==> config.mk <==
export PLATFORM = sky130hd
export DESIGN_NAME = sound_sequencer
export DESIGN_NICKNAME = d
export VERILOG_FILES = /design/src/rtl/sound_pkg.sv /design/src/rtl/sound_note_fifo.sv /design/src/rtl/sound_sequencer.sv
export SDC_FILE = /design/constraint.sdc
export NUM_CORES = 1
export LEC_CHECK = 0
export CORE_MARGIN = 2
export CORE_UTILIZATION = 37
export DETAILED_ROUTE_END_ITERATION = 7
export GPL_ROUTABILITY_DRIVEN = 0
export SKIP_LAST_GASP = 1
export SLEW_MARGIN = 30
export SYNTH_ARGS = -nofsm -noshare
export SYNTH_HDL_FRONTEND = slang
export SYNTH_SLANG_ARGS = --single-unit
==> constraint.sdc <==
create_clock -name clk -period 5.28 [get_ports clk]
set_input_delay 0.528 -clock clk [delete_from_list [all_inputs] [get_ports clk]]
set_output_delay 0.528 -clock clk [all_outputs]
set_load 0.02 [all_outputs]
==> src/rtl/sound_pkg.sv <==
// Shared types and constants for the note sequencer
// and its FIFO.
package sound_pkg;

  typedef enum logic [2:0] {
    S_IDLE,
    S_TONE,
    S_DUR,
    S_FIRE,
    S_PLAY,
    S_GAP,
    S_ABORT
  } seq_state_t;

  localparam logic SND_SEL_TONE = 1'b1;
  localparam logic SND_SEL_DUR  = 1'b0;

  typedef struct packed {
    logic [7:0] tone;
    logic [7:0] dur;
  } note_t;

endpackage

==> src/rtl/sound_note_fifo.sv <==
// Show-ahead note queue with flush and an
// overflow pulse for dropped pushes.
module sound_note_fifo
  import sound_pkg::*;
#(
  parameter int DEPTH = 16
) (
  input  logic                     clk,
  input  logic                     reset_n,
  input  logic                     push,
  input  note_t                    din,
  input  logic                     pop,
  input  logic                     flush,
  output note_t                    head,
  output logic                     full,
  output logic                     empty,
  output logic [$clog2(DEPTH):0]   count,
  output logic                     overflow
);

  localparam int AW = $clog2(DEPTH);
  localparam logic [AW:0] FULL_CNT = (AW+1)'(DEPTH);

  note_t         mem [DEPTH];
  logic [AW-1:0] wr_ptr;
  logic [AW-1:0] rd_ptr;
  logic          do_push;
  logic          do_pop;

  assign full  = (count == FULL_CNT);
  assign empty = (count == '0);
  assign head  = mem[rd_ptr];

  // a pop frees the slot the same-cycle push needs
  assign do_pop  = pop && !empty && !flush;
  assign do_push = push && !flush && (!full || do_pop);

  always_ff @(posedge clk) begin
    if (do_push) mem[wr_ptr] <= din;
  end

  always_ff @(posedge clk or negedge reset_n) begin
    if (!reset_n) begin
      wr_ptr   <= '0;
      rd_ptr   <= '0;
      count    <= '0;
      overflow <= 1'b0;
    end else if (flush) begin
      wr_ptr   <= '0;
      rd_ptr   <= '0;
      count    <= '0;
      overflow <= 1'b0;
    end else begin
      overflow <= push && full && !do_pop;
      if (do_push) wr_ptr <= wr_ptr + 1'b1;
      if (do_pop)  rd_ptr <= rd_ptr + 1'b1;
      unique case ({do_push, do_pop})
        2'b10:   count <= count + 1'b1;
        2'b01:   count <= count - 1'b1;
        default: count <= count;
      endcase
    end
  end

endmodule

==> src/rtl/sound_sequencer.sv <==
// Plays queued (tone, duration) notes through the
// sound tone generator's data/enable interface.
module sound_sequencer
  import sound_pkg::*;
#(
  parameter int DEPTH      = 16,
  parameter int DUR_SHIFT  = 21,
  parameter int GAP_CYCLES = 1024
) (
  input  logic                     clk,
  input  logic                     reset_n,
  input  logic                     push,
  input  logic [7:0]               push_tone,
  input  logic [7:0]               push_dur,
  input  logic                     start,
  input  logic                     stop,
  input  logic                     flush,
  output logic                     full,
  output logic [$clog2(DEPTH):0]   count,
  output logic                     overflow,
  output logic                     busy,
  output logic                     note_done,
  output logic                     snd_data_tx,
  output logic [8:0]               snd_data,
  output logic                     snd_enable
);

  localparam int WW = 8 + DUR_SHIFT;
  localparam int GW = $clog2(GAP_CYCLES + 1);

  seq_state_t    state;
  note_t         cur;
  note_t         head;
  logic          playing;
  logic          empty;
  logic          pop;
  logic          go;
  logic [WW-1:0] wait_cnt;
  logic [GW-1:0] gap_cnt;

  // stop beats flush beats start
  assign go  = !stop && !flush && !empty
            && (start || playing);
  assign pop = go && ((state == S_IDLE)
            || (state == S_GAP && gap_cnt == '0));

  sound_note_fifo #(.DEPTH(DEPTH)) u_fifo (
    .clk      (clk),
    .reset_n  (reset_n),
    .push     (push),
    .din      ({push_tone, push_dur}),
    .pop      (pop),
    .flush    (flush && !stop),
    .head     (head),
    .full     (full),
    .empty    (empty),
    .count    (count),
    .overflow (overflow)
  );

  always_ff @(posedge clk or negedge reset_n) begin
    if (!reset_n) begin
      state       <= S_IDLE;
      playing     <= 1'b0;
      cur         <= '0;
      wait_cnt    <= '0;
      gap_cnt     <= '0;
      busy        <= 1'b0;
      note_done   <= 1'b0;
      snd_data_tx <= 1'b0;
      snd_data    <= '0;
      snd_enable  <= 1'b0;
    end else begin
      busy        <= (state != S_IDLE);
      snd_enable  <= (state == S_FIRE);
      snd_data_tx <= (state == S_TONE)
                  || (state == S_DUR)
                  || (state == S_ABORT);
      snd_data    <= '0;
      if (state == S_TONE)
        snd_data <= {SND_SEL_TONE, cur.tone};
      else if (state == S_DUR || state == S_ABORT)
        snd_data <= {SND_SEL_DUR, cur.dur};
      note_done   <= 1'b0;

      if (stop || flush) playing <= 1'b0;
      else if (start)    playing <= 1'b1;

      if (stop && state != S_IDLE
          && state != S_ABORT) begin
        state <= S_ABORT;
      end else begin
        unique case (state)
          S_IDLE: if (pop) begin
            cur   <= head;
            state <= S_TONE;
          end
          S_TONE: state <= S_DUR;
          S_DUR: begin
            wait_cnt <= '0;
            state    <= (cur.dur != '0) ? S_FIRE
                                        : S_PLAY;
          end
          S_FIRE: begin
            wait_cnt <= WW'(cur.dur) << DUR_SHIFT;
            state    <= S_PLAY;
          end
          S_PLAY: if (wait_cnt == '0) begin
            note_done <= 1'b1;
            gap_cnt   <= GW'(GAP_CYCLES - 1);
            state     <= S_GAP;
          end else begin
            wait_cnt <= wait_cnt - 1'b1;
          end
          S_GAP: if (gap_cnt != '0) begin
            gap_cnt <= gap_cnt - 1'b1;
          end else if (pop) begin
            cur   <= head;
            state <= S_TONE;
          end else begin
            playing <= 1'b0;
            state   <= S_IDLE;
          end
          S_ABORT: state <= S_IDLE;
          default: state <= S_IDLE;
        endcase
      end
    end
  end

endmodule

==> results.json <==
{
  "instance_count_of_the_mapped_netlist": 900,
  "drc_errors": 0,
  "min_to": "cur[13]",
  "route.detailed.wl_per_inst_um": 20.55,
  "wl_um": 30700,
  "postCtsSetupBuffers": 0,
  "gr-usage-all-layers": 0.1529,
  "run_status": "complete, no violations",
  "synth_top_cells_by_area": "sky130_fd_sc_hd__edfxtp_1 (53%), sky130_fd_sc_hd__dfrtp_1 (15%), sky130_fd_sc_hd__mux4_2 (12%), sky130_fd_sc_hd__nand2_1 (2.5%), sky130_fd_sc_hd__or4_1 (1.1%)",
  "floorplan.die.height_um": 201.7,
  "syn2layout_area_growth_pct": 15.09,
  "ff2ff_path_depth": 8,
  "synth_fa_ha_area_frac": 0.01090,
  "drt_pre_antenna_iters": 5,
  "gr-total-overflow": 0,
  "highest_clock_rate_mhz": 249.1,
  "period_needed_ps": 4014,
  "synth_xor_xnor_area_share": 0.004241,
  "timing.rr.start": "gap_cnt[1]",
  "vdd_ir_drop_max_v": 0.0002154,
  "ctsLongestPathBuffers": 3,
  "yosys.area.top_type_share": 0.5317,
  "grt_antenna_before_repair": 0,
  "fin_util": 0.4306,
  "port-buffer-count": 41,
  "synth_sequential_area_ratio": 0.6823,
  "power.leakage_nw": 5.594,
  "cell_type_with_the_highest_aggregate_area_in_the_netlist": "sky130_fd_sc_hd__edfxtp_1",
  "synthesis.nets": 934,
  "final_min_period_over_clock_period": 0.7602,
  "worstPathArrival_ps": 4220,
  "dominantRegCellSynth": "sky130_fd_sc_hd__edfxtp_1",
  "setup.worst_path.class": "flop to flop",
  "worstPathRequired_ps": 5480,
  "cts_made_buffers": 36,
  "yosys_warnings": 0,
  "synth.mux.area_fraction": 0.1324,
  "initial_core_util": 0.3741,
  "finalNetCount": 985,
  "syn_avg_cell_area_sq_um": 16.06,
  "crit_path_end_kind": "flop",
  "yosys.cell_types.count": 67,
  "tritoncts_clock_tree": "yes",
  "synth-simple-area-share": 0.09450,
  "grt_pass1_wl_um": 48010,
  "pwr_density_cell_nw_per_um2": 456.7,
  "grt_setup_unrepaired": "no",
  "final_layout_size_suffix_gt1_frac": 0.1895,
  "drt.antenna.violating_nets": 0,
  "cap_violations": 0,
  "holdCritStartpoint": "cur[13]",
  "gates_resized_cts_repair": 0,
  "die_width_um": 201.7,
  "setup_tns_ps": 0,
  "synth_compound_area_frac": 0.05556,
  "holdBufCountCts": 1,
  "core.rowCount": 72,
  "grt_pass1_vias": 8167,
  "finalSetupViolations": 0,
  "clk_pin_slew_worst_paths_ps": 60,
  "postSynthRegisterBits": 343,
  "relSlewSlack": 0.3924,
  "area_of_the_mapped_netlist_sq_um": 14460,
  "synth_enable_flop_cells": 256,
  "drt_first_iter_violations": 606,
  "worstPathMaxFanout": 11,
  "htree_levels": 2,
  "synth_top_family_by_area": "multiplexers",
  "hold_critical_path_depth": 2,
  "io_pins": 42,
  "largest_net_degree_at_the_start_of_global_routing": 50,
  "cts_root_buffer": "sky130_fd_sc_hd__clkbuf_16",
  "async_set_or_reset_register_ratio_after_synthesis": 0.2536,
  "setup.worst_path.start_class": "flop",
  "worst_r2r_endpoint": "u_fifo.mem[7][9]",
  "maxSlewViolCount": 0,
  "worst-r2r-setup-slack_ps": 1270,
  "worst_clock_skew_ps": 14.79,
  "clock_insertion_delay_at_the_later_pin_of_the_skew_report_ps": 510,
  "core_region_area_sq_um": 38650,
  "clkSinkCount": 343,
  "num_vias": 8025,
  "antenna-diode-count": 0,
  "dieArea_sq_um": 40670,
  "worst_slew_pin_slew_ps": 911.3,
  "timing.hold.worst.class": "flop to flop",
  "via_per_inst": 5.371,
  "timing_hold_violations_final": 0,
  "finalPower_mw": 7.599,
  "post-dp-hpwl_um": 20420
}
[worst max-delay path by stage]
stage                from                 to  slack, ps  depth (start not counted)
6_report       gap_cnt[1]   u_fifo.mem[7][9]       1270                          8
3_3_place_gp   gap_cnt[0]   u_fifo.mem[7][0]       1600                          8
4_1_cts        gap_cnt[0]   u_fifo.mem[7][9]       1440                          8
5_1_grt        gap_cnt[0]  u_fifo.mem[7][14]        960                          8
3_5_place_dp   gap_cnt[0]   u_fifo.mem[7][3]       1470                          8
2_1_floorplan  gap_cnt[0]   u_fifo.mem[2][0]       1030                          8
[critical path, stage by stage, from the launching register on]
cell                      delay (ps)
sky130_fd_sc_hd__dfrtp_1         400
sky130_fd_sc_hd__inv_1           140
sky130_fd_sc_hd__ha_1            150
sky130_fd_sc_hd__or4b_1          500
sky130_fd_sc_hd__nor4_1          580
sky130_fd_sc_hd__o21ai_1         340
sky130_fd_sc_hd__a21o_1          470
sky130_fd_sc_hd__nor4b_2         770
sky130_fd_sc_hd__buf_4           330
[power breakdown]
part           internal [mW]  switching, mW
Combinational          0.727          0.989
Clock                   1.35           1.00
Sequential              3.22          0.311
[sequential cells by signal (all words and copies together), names as in the netlist]
register         cells
u_fifo.mem         256
wait_cnt            29
cur                 16
gap_cnt             11
snd_data             9
u_fifo.count         5
u_fifo.rd_ptr        4
u_fifo.wr_ptr        4
state                3
busy                 1
note_done            1
playing              1
snd_data_tx          1
snd_enable           1
u_fifo.overflow      1
[cell usage after synthesis (all sizes together) (5+ instances only)]
cell type / n
or2: 10
o211ai: 5
clkbuf: 34
nand2: 98
nor2: 28
or3: 14
nor4b: 8
and4: 6
edfxtp: 256
nor4: 11
nor2b: 12
nor3: 12
ha: 11
o21ai: 26
mux2i: 9
xor2: 6
mux4: 80
inv: 19
and2: 6
a21oi: 30
nand4: 5
and3: 5
dfrtp: 87
a31oi: 5
nand3: 8
o31ai: 13
buf: 16
or4: 22
[per-layer routing]
metal	part of all wire	global-route usage	up-vias
met3	0.055	0.03013	36
met4	0.016	0.03808	0
met1	0.46	0.2221	4131
met5	0	0	-
li1	-	-	3661
met2	0.47	0.2377	197
[cell families after synthesis]
| group | Yosys count |
|---|---|
| adders and majority gates | 12 |
| muxes | 91 |
| xor gates and xnor gates | 7 |
| buffers and inverters | 70 |
| and+or+nand+nor | 257 |
| AOI/OAI and AO/OA | 120 |
| DFF | 343 |
[cells in the final DEF (no fill, tap or decap), types with 6 or more instances in the layout]
cell type,n
sky130_fd_sc_hd__o31ai_1,12
sky130_fd_sc_hd__buf_4,22
sky130_fd_sc_hd__or2_2,9
sky130_fd_sc_hd__mux2i_1,9
sky130_fd_sc_hd__clkinv_1,7
sky130_fd_sc_hd__inv_1,19
sky130_fd_sc_hd__or3_1,14
sky130_fd_sc_hd__nor4_1,8
sky130_fd_sc_hd__clkdlybuf4s50_1,40
sky130_fd_sc_hd__a21oi_1,30
sky130_fd_sc_hd__xor2_1,6
sky130_fd_sc_hd__dfrtp_1,85
sky130_fd_sc_hd__nand3_1,8
sky130_fd_sc_hd__edfxtp_1,256
sky130_fd_sc_hd__o21ai_1,9
sky130_fd_sc_hd__nor4b_2,6
sky130_fd_sc_hd__nand2_1,98
sky130_fd_sc_hd__clkbuf_16,37
sky130_fd_sc_hd__o21ai_0,16
sky130_fd_sc_hd__ha_1,11
sky130_fd_sc_hd__nor2_1,26
sky130_fd_sc_hd__nor2b_1,12
sky130_fd_sc_hd__mux4_2,80
sky130_fd_sc_hd__nor3_1,10
sky130_fd_sc_hd__clkinv_2,12
sky130_fd_sc_hd__or4_1,22
sky130_fd_sc_hd__and4_1,6
[per-stage QoR]
stage / setup slack, ps / hold WS, ps / cell area (sq um) / std cells
finish: 1266 / 478.9 / 16640 / 1494
global route: 957.1 / 515.1 / 16640 / 1494
CTS: 1441 / 485.0 / 16620 / 1494
detailed placement: 1466 / 469.5 / 15530 / 1430
global placement: 1597 / 464.9 / 15530 / 1430
floorplan: 1029 / 232.4 / 14460 / 900
[layout make-up]
type                            count  area [sq um]
Sequential cell                   343          9869
Multi-Input combinational cell    487          4387
Clock inverter                     19         112.6
Fill cell                        3431         22010
Inverter                           20         75.07
Timing Repair Buffer               63         575.6
Clock buffer                       44         972.2
Tap cell                          518         648.1
Power figures use the tool's default switching activity.
